### config.mk
export PLATFORM = sky130hd
export DESIGN_NAME = mul_wb_queue
export DESIGN_NICKNAME = d
export VERILOG_FILES = /design/src/rtl/mul_wb_queue.sv
export SDC_FILE = /design/constraint.sdc
export NUM_CORES = 1
export LEC_CHECK = 0
export BUFFER_PORTS_ARGS = -buffer_cell sky130_fd_sc_hd__buf_2
export CAP_MARGIN = 30
export CORE_ASPECT_RATIO = 0.6
export CORE_UTILIZATION = 55
export DETAILED_ROUTE_END_ITERATION = 16
export GPL_TIMING_DRIVEN = 0
export MAX_ROUTING_LAYER = met4
export PLACE_DENSITY = 0.74
export SLEW_MARGIN = 20
export SYNTH_ARGS = -nofsm -noshare
export SYNTH_HDL_FRONTEND = slang
export SYNTH_SLANG_ARGS = --single-unit
export TNS_END_PERCENT = 20
### constraint.sdc
create_clock -name clk -period 9.3 [get_ports clk]
set_clock_uncertainty 0.2 [all_clocks]
set_input_delay 1.86 -clock clk [delete_from_list [all_inputs] [get_ports clk]]
set_output_delay 1.86 -clock clk [all_outputs]
set_load 0.02 [all_outputs]
### src/rtl/mul_wb_queue.sv
// Result buffer behind the non-stallable multiply unit: captures every completion into a
// small FIFO, drains it over a valid/ready writeback handshake, and issues credits upstream.
module mul_wb_queue #(
    parameter int DEPTH    = 4,
    parameter int PIPE_LAT = 4,
    parameter int M_WIDTH  = 64,
    parameter int ROB_W    = 6,
    parameter int PRF_W    = 7
) (
    input  logic                       clk,
    input  logic                       reset,
    input  logic                       issue_go,
    input  logic                       mul_complete,
    input  logic [M_WIDTH-1:0]         mul_y,
    input  logic [ROB_W-1:0]           mul_rob_ptr,
    input  logic                       mul_prf_ptr_val,
    input  logic [PRF_W-1:0]           mul_prf_ptr,
    output logic                       wb_valid,
    input  logic                       wb_ready,
    output logic [M_WIDTH-1:0]         wb_data,
    output logic [ROB_W-1:0]           wb_rob_ptr,
    output logic                       wb_prf_ptr_val,
    output logic [PRF_W-1:0]           wb_prf_ptr,
    output logic                       mul_can_issue,
    output logic [$clog2(DEPTH):0]     occupancy,
    output logic                       overflow
);

    localparam int AW = $clog2(DEPTH);
    localparam int CW = AW + 1;
    localparam logic [CW-1:0] OCC_FULL   = CW'(DEPTH);
    localparam logic [CW:0]   CREDIT_LIM = (CW + 1)'(DEPTH);
    localparam logic [CW-1:0] CNT_ONE    = CW'(1);
    localparam logic [AW-1:0] PTR_ONE    = AW'(1);

    logic [M_WIDTH-1:0] r_y_mem   [DEPTH];
    logic [ROB_W-1:0]   r_rob_mem [DEPTH];
    logic               r_pval_mem[DEPTH];
    logic [PRF_W-1:0]   r_prf_mem [DEPTH];

    logic [AW-1:0] r_head;
    logic [AW-1:0] r_tail;
    logic [CW-1:0] r_occ;
    logic [CW-1:0] r_inflight;
    logic          r_overflow;

    logic          w_vld;
    logic          w_enq;
    logic          w_deq;
    logic          w_full;
    logic          w_wr;
    logic          w_credit;
    logic [CW:0]   w_commit;

    // Completions with nothing in flight are leftovers from before a reset and are dropped.
    assign w_vld    = (r_occ != '0);
    assign w_enq    = mul_complete && (r_inflight != '0);
    assign w_deq    = w_vld && wb_ready;
    assign w_full   = (r_occ == OCC_FULL);
    assign w_wr     = w_enq && (!w_full || w_deq);
    assign w_commit = {1'b0, r_occ} + {1'b0, r_inflight};
    assign w_credit = (w_commit < CREDIT_LIM);

    always_ff @(posedge clk) begin
        if (reset) begin
            r_head     <= '0;
            r_tail     <= '0;
            r_occ      <= '0;
            r_inflight <= '0;
            r_overflow <= 1'b0;
        end else begin
            if (w_wr) begin
                r_tail <= r_tail + PTR_ONE;
            end
            if (w_deq) begin
                r_head <= r_head + PTR_ONE;
            end
            case ({w_wr, w_deq})
                2'b10:   r_occ <= r_occ + CNT_ONE;
                2'b01:   r_occ <= r_occ - CNT_ONE;
                default: r_occ <= r_occ;
            endcase
            case ({issue_go, w_enq})
                2'b10:   r_inflight <= r_inflight + CNT_ONE;
                2'b01:   r_inflight <= r_inflight - CNT_ONE;
                default: r_inflight <= r_inflight;
            endcase
            if ((w_enq && w_full && !w_deq) || (issue_go && !w_credit)) begin
                r_overflow <= 1'b1;
            end
        end
    end

    // At full with a same-cycle dequeue the tail slot is the head slot; the head is read
    // before the edge, so overwriting it here is safe.
    always_ff @(posedge clk) begin
        if (w_wr) begin
            r_y_mem[r_tail]    <= mul_y;
            r_rob_mem[r_tail]  <= mul_rob_ptr;
            r_pval_mem[r_tail] <= mul_prf_ptr_val;
            r_prf_mem[r_tail]  <= mul_prf_ptr;
        end
    end

    // Storage is not reset, so the head fields are masked while the queue is empty.
    assign wb_valid       = w_vld;
    assign wb_data        = w_vld ? r_y_mem[r_head]    : '0;
    assign wb_rob_ptr     = w_vld ? r_rob_mem[r_head]  : '0;
    assign wb_prf_ptr_val = w_vld ? r_pval_mem[r_head] : 1'b0;
    assign wb_prf_ptr     = w_vld ? r_prf_mem[r_head]  : '0;
    assign mul_can_issue  = w_credit;
    assign occupancy      = r_occ;
    assign overflow       = r_overflow;

`ifndef SYNTHESIS
    logic [PIPE_LAT-1:0] r_issue_hist;

    always_ff @(posedge clk) begin
        if (reset) begin
            r_issue_hist <= '0;
        end else begin
            r_issue_hist <= {r_issue_hist[PIPE_LAT-1:0], issue_go} >> 0;
        end
    end

    a_fixed_latency: assert property (@(posedge clk) disable iff (reset)
        (mul_complete && (r_inflight != '0)) |-> r_issue_hist[PIPE_LAT-1]);

    a_occ_bound: assert property (@(posedge clk) disable iff (reset)
        r_occ <= OCC_FULL);

    a_head_stable: assert property (@(posedge clk) disable iff (reset)
        (wb_valid && !wb_ready) |=> (wb_valid && $stable(wb_data) && $stable(wb_rob_ptr)
                                     && $stable(wb_prf_ptr_val) && $stable(wb_prf_ptr)));
`endif

endmodule

# ---- Word-level counts from Yosys, hierarchy flattened
# Memories as Yosys holds them, arrays and structs flattened. A register that Yosys moved wholly into a read port is not among the register bits.
# Index checks and enable logic that the tools add are counted.
dict set report word_totals {
  input_bits 83
  mem_count 4
  latchBits 0
  output_inout_bits 84
  ff_bits 11
  ramBits 312
  elab_cells 53
  mem_bits_ro 0
}
# name words width read_ports rd_clocked_by_memory_dff wr line_no
set mem_list {}
lappend mem_list {r_y_mem 4 64 1 1 1 36} ;# logic [M_WIDTH-1:0] r_y_mem [DEPTH];
lappend mem_list {r_prf_mem 4 7 1 1 1 39} ;# logic [PRF_W-1:0] r_prf_mem [DEPTH];
lappend mem_list {r_rob_mem 4 6 1 1 1 37} ;# logic [ROB_W-1:0] r_rob_mem [DEPTH];
lappend mem_list {r_pval_mem 4 1 1 1 1 38} ;# logic r_pval_mem[DEPTH];
dict set report op_classes {
  magnitude_cmp 1
  n_mul 0
  addsub 7
  div_mod_pow 0
  bitwise 0
  n_reduce_logical 15
  shift 0
  n_mux 16
  n_eq_ne 5
}
# cell count
set op_table {}
lappend op_table {{2-to-1 mux 64 bit} 1}
lappend op_table {{2-to-1 mux 2 bit} 8}
lappend op_table {{one-hot mux 3 bit (2 select lines)} 2}
lappend op_table {{2-to-1 mux 7 bit} 1}
lappend op_table {{adder 3 x 1 -> 3 bit, second input constant} 2}
lappend op_table {{logical AND 1 bit} 6}
lappend op_table {{2-to-1 mux 6 bit} 1}
lappend op_table {{nonzero test 3 bit} 2}
lappend op_table {{subtractor 3 x 1 -> 3 bit, second input constant} 2}
lappend op_table {{adder 2 x 1 -> 2 bit, second input constant} 2}
lappend op_table {{adder 3 x 3 -> 4 bit} 1}
lappend op_table {{== test 2 x 1 -> 1 bit, second input constant} 2}
lappend op_table {{== test 2 bit, second input constant} 2}
lappend op_table {{< comparator 4 x 3 -> 1 bit, second input constant} 1}
lappend op_table {{nonzero test 2 bit} 2}
lappend op_table {{== test 3 bit, second input constant} 1}
lappend op_table {{logical NOT 1 bit} 3}
lappend op_table {{2-to-1 mux 1 bit} 3}
lappend op_table {{logical OR 1 bit} 2}

# ---- Logic depth before layout (Yosys ltp)
# Gate-level depths: netlist of the first run.
dict set report logic_depth {
  depth_word 6
  ltp_mapped 9
  depth_no_buf 8
}

# ---- Least setup slack after synthesis of the first run
# Ideal clock, no wire load.
dict set report synth_timing {
  path_kind {input -> register}
  from {input port mul_complete}
  to {memory r_prf_mem[0][0] (enable)}
  required_ps 8655
  path_buffers 1
  path_slack_ps 4593
  setup_ps 445
  path_stages 4
  arrival_ps 4061
  path_cell_list {o31ai_4 -> inv_2 -> buf_2 -> and3_1}
}
dict set report synth_between {
  elab_chain_cells 4
}
# element line_no
set synth_lines {}
lappend synth_lines {{start, declared} 13} ;# input logic mul_complete,
lappend synth_lines {{logical AND 1 bit} 57} ;# assign w_enq = mul_complete && (r_inflight != '0);
lappend synth_lines {{logical AND 1 bit} 60} ;# assign w_wr = w_enq && (!w_full || w_deq);
lappend synth_lines {{2-to-1 mux 1 bit} 97} ;# if (w_wr) begin
lappend synth_lines {{2-to-1 mux 1 bit (implied by the code)} 101} ;# r_prf_mem[r_tail] <= mul_prf_ptr;
lappend synth_lines {{end, declared} 39}
# No other way between the ends.

# ---- Worst setup path in the final report of the first run
dict set report layout_timing {
  from {register r_occ[1] (netlist: occupancy[1])}
  to {output port wb_data[46]}
}
dict set report layout_between {
  elab_chain_cells 2
}
# element line_no
set layout_lines {}
lappend layout_lines {{start, declared} 43} ;# logic [CW-1:0] r_occ;
lappend layout_lines {{start signal, assigned} 79} ;# 2'b10: r_occ <= r_occ + CNT_ONE;
lappend layout_lines {{start signal, assigned} 80} ;# 2'b01: r_occ <= r_occ - CNT_ONE;
lappend layout_lines {{start signal, assigned} 81} ;# default: r_occ <= r_occ;
lappend layout_lines {{nonzero test 3 bit} 56} ;# assign w_vld = (r_occ != '0);
lappend layout_lines {{2-to-1 mux 64 bit} 107} ;# assign wb_data = w_vld ? r_y_mem[r_head] : '0;
lappend layout_lines {{end, declared} 20} ;# output logic [M_WIDTH-1:0] wb_data,
# No other way between the ends.

==> reports/qor.txt, run 1 <==
Core area = 22,300 sq um
Synthesized instance count = 598
Worst slew margin = 50.4%
Die ar. = 23,600 sq um
Vias in the first global route = 6,539
Synth Flop Type = edfxtp_1
Initial antenna violation count = 5
Asr flop ratio synth = 0%
Fraction of layout cells with a size suffix above 1 = 38.2%
Setup TNS Final = 0 ns
DR pass1 iterations = 5
DRC = 0
Minimum clock period = 4.98 ns
Clock sink count = 325
Antenna viol nets, final = 0
Chip height = 119 microns
Drt initial violations = 332
Max-Cap Viols = 0
First-pass GRT wire length = 37.1 mm
H-tree depth = 1
CTS tree = built
Worst Hold Class = reg -> reg
Routability-driven placement congestion ratio = 0.809
WP data required = 7.24 ns
Reg2Reg Depth = 9
Synthesized area = 12,600 sq um
Die extent in x = 198 microns
Final Cell Area = 15,000 sq um
Power per cell area = 275 nW/um^2
Non-Filler Instances = 1,134
WS Path Type = reg -> out
Clk_lat worst skew = 0.54 ns
Seq/Total Area, Yosys = 76.3%
Overall Global Routing Usage = 21.8%
Largest net degree at the start of global routing = 43
Routed len/inst = 21.5 microns
DR vias/cell = 5.59
Most common cell in the synthesized netlist = edfxtp_1
Maximum vdd drop = 0.162 mV
Clock buffer count from CTS = 29
Flop and latch count out of synthesis = 325
Congestion Overflow GR = 0
Final Hold Vio Count = 0
Clk buf depth = 3
Syn_nets = 690
Critical path capture point type = output pin
Cts hold-fix bufs = 0
Startpoint types = flip-flop
Area Growth Syn to Fin = 18.6%
Slew Limit Fails = 0
Drt total wl = 24.4 mm
Post-CTS setup buffers = 0
Starting Density = 56.7%
Total power draw = 0.00412 W
Top cell type's share of synthesized area = 74.2%
Hold Path Stages = 2
Nets = 891
Status = complete, no violations
# setup viols final = 0
Worst-Margin Slew = 0.744 ns
Avg Inst Size Synth = 21.1 sq um
Critical Path AT = 2.92 ns
Fmax = 201 MHz
Placed Cells = 1,076
Largest cells by area after synthesis = edfxtp_1, mux4_2, and2_1
RSZ-0062 raised after global routing = false
DR vias = 6,337
Clk slew on worst S/H paths = 0.06 ns
# resized after CTS = 0
Area after DPL = 14,000 sq um
HPWL after DPL = 15.8 mm
YS warnings = 0
Row Count = 42
PortBufs = 166
LEAKAGE = 5.17 nW
Netlist cell types = 39
I/O pins = 167
Area leader, netlist = edfxtp_1
Synth top cells by count = edfxtp_1, and2_1, mux4_2
CP max FO = 10
Part of the cycle the worst path needs = 53.6%
Root buffer cell = clkbuf_16
Number of flops mapped to enable cells by yosys = 312
==> cell usage in the layout, fill, tap and decap left out, types with 3 or more instances in the layout <==
cell type	n
nor2_1	6
nand3_1	4
nand2_1	3
buf_6	3
clkinv_1	3
or3_1	4
a21oi_1	7
inv_1	9
buf_16	4
nor3_1	3
o21ai_0	4
buf_2	175
and2_1	78
dfxtp_1	13
xor2_1	4
bufinv_16	4
clkbuf_1	29
clkbuf_16	29
and3_4	4
clkbuf_8	5
edfxtp_1	312
nor2b_1	4
ha_1	7
diode_2	5
mux4_2	78
==> worst max-delay path, stage by stage, from the launching register on <==
cell and delay, ns:
dfxtp_1 0.36, clkbuf_1 0.34, or3_1 0.17, clkbuf_1 0.56, clkbuf_1 0.50, and2_1 0.25, buf_2 0.18
==> through the flow <==
stage	hold WS (ns)	utilization, %	setup slack (ns)
3_3_place_gp	0.253	62.1	3.04
4_1_cts	0.271	67.1	4.30
5_1_grt	0.321	67.2	4.14
3_5_place_dp	0.262	62.7	4.89
6_report	0.274	67.2	4.32
2_1_floorplan	0.284	-	4.59
==> report_power, final <==
part           switching, W  internal (W)  leakage, nW
clock              0.000497      0.000726        0.474
sequential        0.0000487       0.00178         2.93
combinational      0.000626      0.000441         1.76
==> layer usage <==
layer / up-vias / global-route usage (%) / wire length [microns]
met2: 211 / 33.9 / 11800
met4: 0 / 4.17 / 409
met5: - / - / 0
met1: 3258 / 30.1 / 10600
met3: 36 / 4.90 / 1640
li1: 2832 / - / -
==> area by class of cell <==
cell class / count / area [sq um]
clock inverter: 10 / 156
inverter: 10 / 37.5
multi-input combinational: 230 / 2820
tap: 308 / 385
buffer: 33 / 159
sequential: 325 / 9630
clock buffer: 43 / 828
antenna: 5 / 12.5
fill: 1505 / 7310
timing repair buffer: 170 / 941
==> sequential cells by signal, indices dropped and copies added, names as in the netlist, named ones only <==
register / count
r_y_mem: 256
r_rob_mem: 24
r_head: 2
overflow: 1
r_inflight: 3
r_prf_mem: 28
r_pval_mem: 4
r_tail: 2
occupancy: 3
==> kinds of logic after synthesis <==
logic type | share of synthesized area (%)
DFF | 76.3
muxes | 14.0
xor gates and xnor gates | 0.277
and+or+nand+nor | 5.70
AOI/OAI and AO/OA | 1.21
adders and majority gates | 1.01
buffers and inverters | 1.56
==> path summary, 6_finish.rpt <==
kind,startpoint,endpoint,slack (ns)
setup / recovery,occupancy[1],wb_data[46],4.32
hold reg to reg,overflow,overflow,0.27
hold / removal,overflow,overflow,0.27
setup reg to reg,occupancy[1],occupancy[2],5.59
No activity file was read; power rests on OpenSTA's default activity.
==> run 2: changes to the inputs <==
--- a/config.mk
+++ b/config.mk
@@ -5,6 +5,7 @@
 export SDC_FILE = /design/constraint.sdc
 export NUM_CORES = 1
 export LEC_CHECK = 0
+export ABC_AREA = 1
 export BUFFER_PORTS_ARGS = -buffer_cell sky130_fd_sc_hd__buf_2
 export CAP_MARGIN = 30
 export CORE_ASPECT_RATIO = 0.6
==> constraint.sdc (replaced) <==
create_clock -name clk -period 5.2 [get_ports clk]
set_clock_uncertainty 0.2 [all_clocks]
set_input_delay 1.04 -clock clk [delete_from_list [all_inputs] [get_ports clk]]
set_output_delay 1.04 -clock clk [all_outputs]
set_load 0.02 [all_outputs]
==> run 2 against run 1 <==
Count of clock-buffer cells in the layout is 8 lower. Flip-flop and latch count stayed put. Die area is 0.94% higher. Worst setup slack worse by 2.7 ns. Non-clock buffer count is 36 higher. Via count is 32% higher. Critical path depth stayed put. Utilization is 1.2 points higher. Area after synthesis is 0.95% higher. Largest cell class unchanged. Highest routed layer unchanged.
==> reports/qor.txt, run 2 <==
Status = complete, no violations
YS warnings = 0 (unchanged)
LEAKAGE = 5.61 nW (+8.5%)
Synthesized area = 12,700 sq um (+0.95%)
Largest cells by area after synthesis = edfxtp_1, nor2_1, o21ai_0
Drt total wl = 28.8 mm (+18%)
Nets = 1,321 (+48%)
Worst-Margin Slew = 0.743 ns (-0.000976 ns)
Final Hold Vio Count = 0 (unchanged)
Netlist cell types = 22 (-44%)
Antenna viol nets, final = 0 (unchanged)
H-tree depth = 1 (unchanged)
Die extent in x = 199 microns (+0.47%)
Clock network power share = 25.5% (-4.2 points)
Starting Density = 56.9% (+0.27 points)
RSZ-0062 raised after global routing = false
Asr flop ratio synth = 0% (unchanged)
Synthesized instance count = 1,018 (+70%)
Power per cell area = 550 nW/um^2 (+100%)
Area Growth Syn to Fin = 20.1%
Worst slew margin = 50.3% (-0.053 points)
Die ar. = 23,800 sq um (+0.94%)
Area leader, netlist = edfxtp_1
Max-Cap Viols = 0 (unchanged)
Commonest non-fill, non-tap cell in the layout = nor2_1
# setup viols final = 0 (unchanged)
Congestion Overflow GR = 0 (unchanged)
Most common cell in the synthesized netlist = nor2_1
Synth top cells by count = nor2_1, edfxtp_1, o21ai_0
Chip height = 120 microns (+0.47%)
First-pass GRT wire length = 44.4 mm (+20%)
Routed len/inst = 18.5 microns (-14%)
Initial antenna violation count = 2 (-3)
HPWL after DPL = 18.7 mm (+19%)
Worst Hold Class = reg -> reg
DR vias/cell = 5.36 (-4.2%)
DR vias = 8,349 (+32%)
Largest net degree at the start of global routing = 24 (-44%)
WP data required = 3.96 ns (-3.28 ns)
Fmax = 281 MHz
DR pass1 iterations = 5 (unchanged)
Root buffer cell = clkbuf_16
Top cell type's share of synthesized area = 73.5% (-0.70 points)
PortBufs = 166 (unchanged)
Switch share = 36.7% (+8.3 points)
Maximum vdd drop = 0.288 mV (+79%)
Largest registers = r_y_mem x256, r_prf_mem x28, r_rob_mem x24
Number of flops mapped to enable cells by yosys = 312 (unchanged)
Total power draw = 0.00842 W (+100%)
Avg Inst Size Synth = 12.5 sq um (-41%)
Register share of total power = 38.5% (-5.9 points)
Max reg flops = 256 (unchanged)
Slew Limit Fails = 0 (unchanged)
DRC = 0 (unchanged)
NetSw = 0.00309 W (+160%)
# resized after CTS = 0 (unchanged)
Cts hold-fix bufs = 0 (unchanged)
Syn_nets = 1,110 (+61%)
Vias in the first global route = 7,828 (+20%)
Part of the cycle the worst path needs = 68.5%
Setup TNS Final = 0 ns (unchanged)
I/O pins = 167 (unchanged)
Commonest cells after routing, fill and taps aside = nor2_1, edfxtp_1, buf_2, o21ai_0, a21oi_1
Synth Flop Type = edfxtp_1
Core area = 22,400 sq um (+0.47%)
Critical Path AT = 2.32 ns (-0.60 ns)
Gate power share = 36.0% (+10 points)
Clk buf depth = 3 (unchanged)
Internal Power = 0.00533 W (+81%)
Reg with most FFs = r_y_mem
CP max FO = 10 (unchanged)
Startpoint types = flip-flop
Critical path capture point type = output pin
Clk_lat worst skew = 0.53 ns (about the same)
Routability-driven placement congestion ratio = 0.809 (about the same)
Clk slew on worst S/H paths = 0.06 ns (about the same)
WS Path Type = reg -> out
Drt initial violations = 716 (+120%)
Overall Global Routing Usage = 25.7% (+4.0 points)
Row Count = 42 (unchanged)
Flop and latch count out of synthesis = 325 (unchanged)
Clock sink count = 325 (unchanged)
CTS tree = built
Fraction of layout cells with a size suffix above 1 = 20.6% (-18 points)
Clock buffer count from CTS = 29 (unchanged)
Minimum clock period = 3.56 ns
Seq/Total Area, Yosys = 75.5% (-0.72 points)
Post-CTS setup buffers = 0 (unchanged)
## run 2: cell count changes in the layout (fill, tap and decap cells not counted), sizes merged, moves of 5 or more
cell    before  now
inv         12   24
nand2        3   15
mux4        78    0
buf        182  210
and3         5    0
clkinv       3   11
and2        78    0
a21oi        7   90
nor2         6  326
o21ai        4  165
## run 2: routing by layer
| layer | up-vias | track usage, % | wire [microns] |
|---|---|---|---|
| li1 | 4019 | - | - |
| met1 | 3958 | 39.6 | 13500 |
| met2 | 332 | 36.7 | 12600 |
| met3 | 40 | 3.93 | 2260 |
| met4 | 0 | 4.95 | 491 |
| met5 | - | - | 0 |
## run 2: path summary, 6_finish.rpt
path                                     from  slack [ns]  cells past startpoint             end
worst max-delay path                flip-flop        1.64                      6     wb_data[36]
worst min register to register       overflow        0.27                      2        overflow
worst min-delay path                 overflow        0.27                      2        overflow
worst max register to register  r_inflight[1]        2.47                      6  r_y_mem[2][18]
## run 2: metrics by stage
| stage | util, % | cells | worst slack, ns | hold slack [ns] | area, sq um |
|---|---|---|---|---|---|
| after global placement | 62.4 | 1492 | -2.98 | 0.248 | 14000 |
| after global routing | 68.4 | 1559 | 1.47 | 0.320 | 15300 |
| after floorplan | - | 1018 | -0.213 | 0.236 | 12700 |
| after CTS | 68.3 | 1557 | 1.59 | 0.278 | 15300 |
| after detailed placement | 64.1 | 1506 | 1.79 | 0.260 | 14400 |
| final | 68.4 | 1559 | 1.64 | 0.273 | 15300 |
## run 2: critical path: stages, from the launching register on
cell and delay [ns]:
dfxtp_1 0.35, inv_2 0.07, buf_2 0.27, clkbuf_1 0.43
o21ai_0 0.19, a21oi_1 0.27, buf_2 0.22
## run 2: cells by family after synthesis
group / after synthesis / share of synthesized area, %
adders and majority gates: 9 / 1.00
and+or+nand+nor: 344 / 10.2
DFF: 325 / 75.5
AOI/OAI and AO/OA: 257 / 10.1
buffers and inverters: 83 / 3.10
## run 2: area by class of cell
cell class                      instances  area, sq um
Inverter                               24         90.1
Multi-Input combinational cell        610         2750
Clock inverter                         16          196
Sequential cell                       325         9630
Timing Repair Buffer                  180         1190
Fill cell                            1605         7080
Antenna cell                            2         5.00
Clock buffer                           35          748
Tap cell                              308          385
Buffer                                 59          305
## run 2: power groups by stage
stage / Sequential (W) / Clock (W) / Combinational [W]
floorplan: 0.00333 / 0 / 0.00184
global placement: 0.00335 / 0 / 0.00288
detailed placement: 0.00329 / 0 / 0.00303
CTS: 0.00324 / 0.00217 / 0.00305
global route: 0.00326 / 0.00227 / 0.00332
finish: 0.00324 / 0.00215 / 0.00303
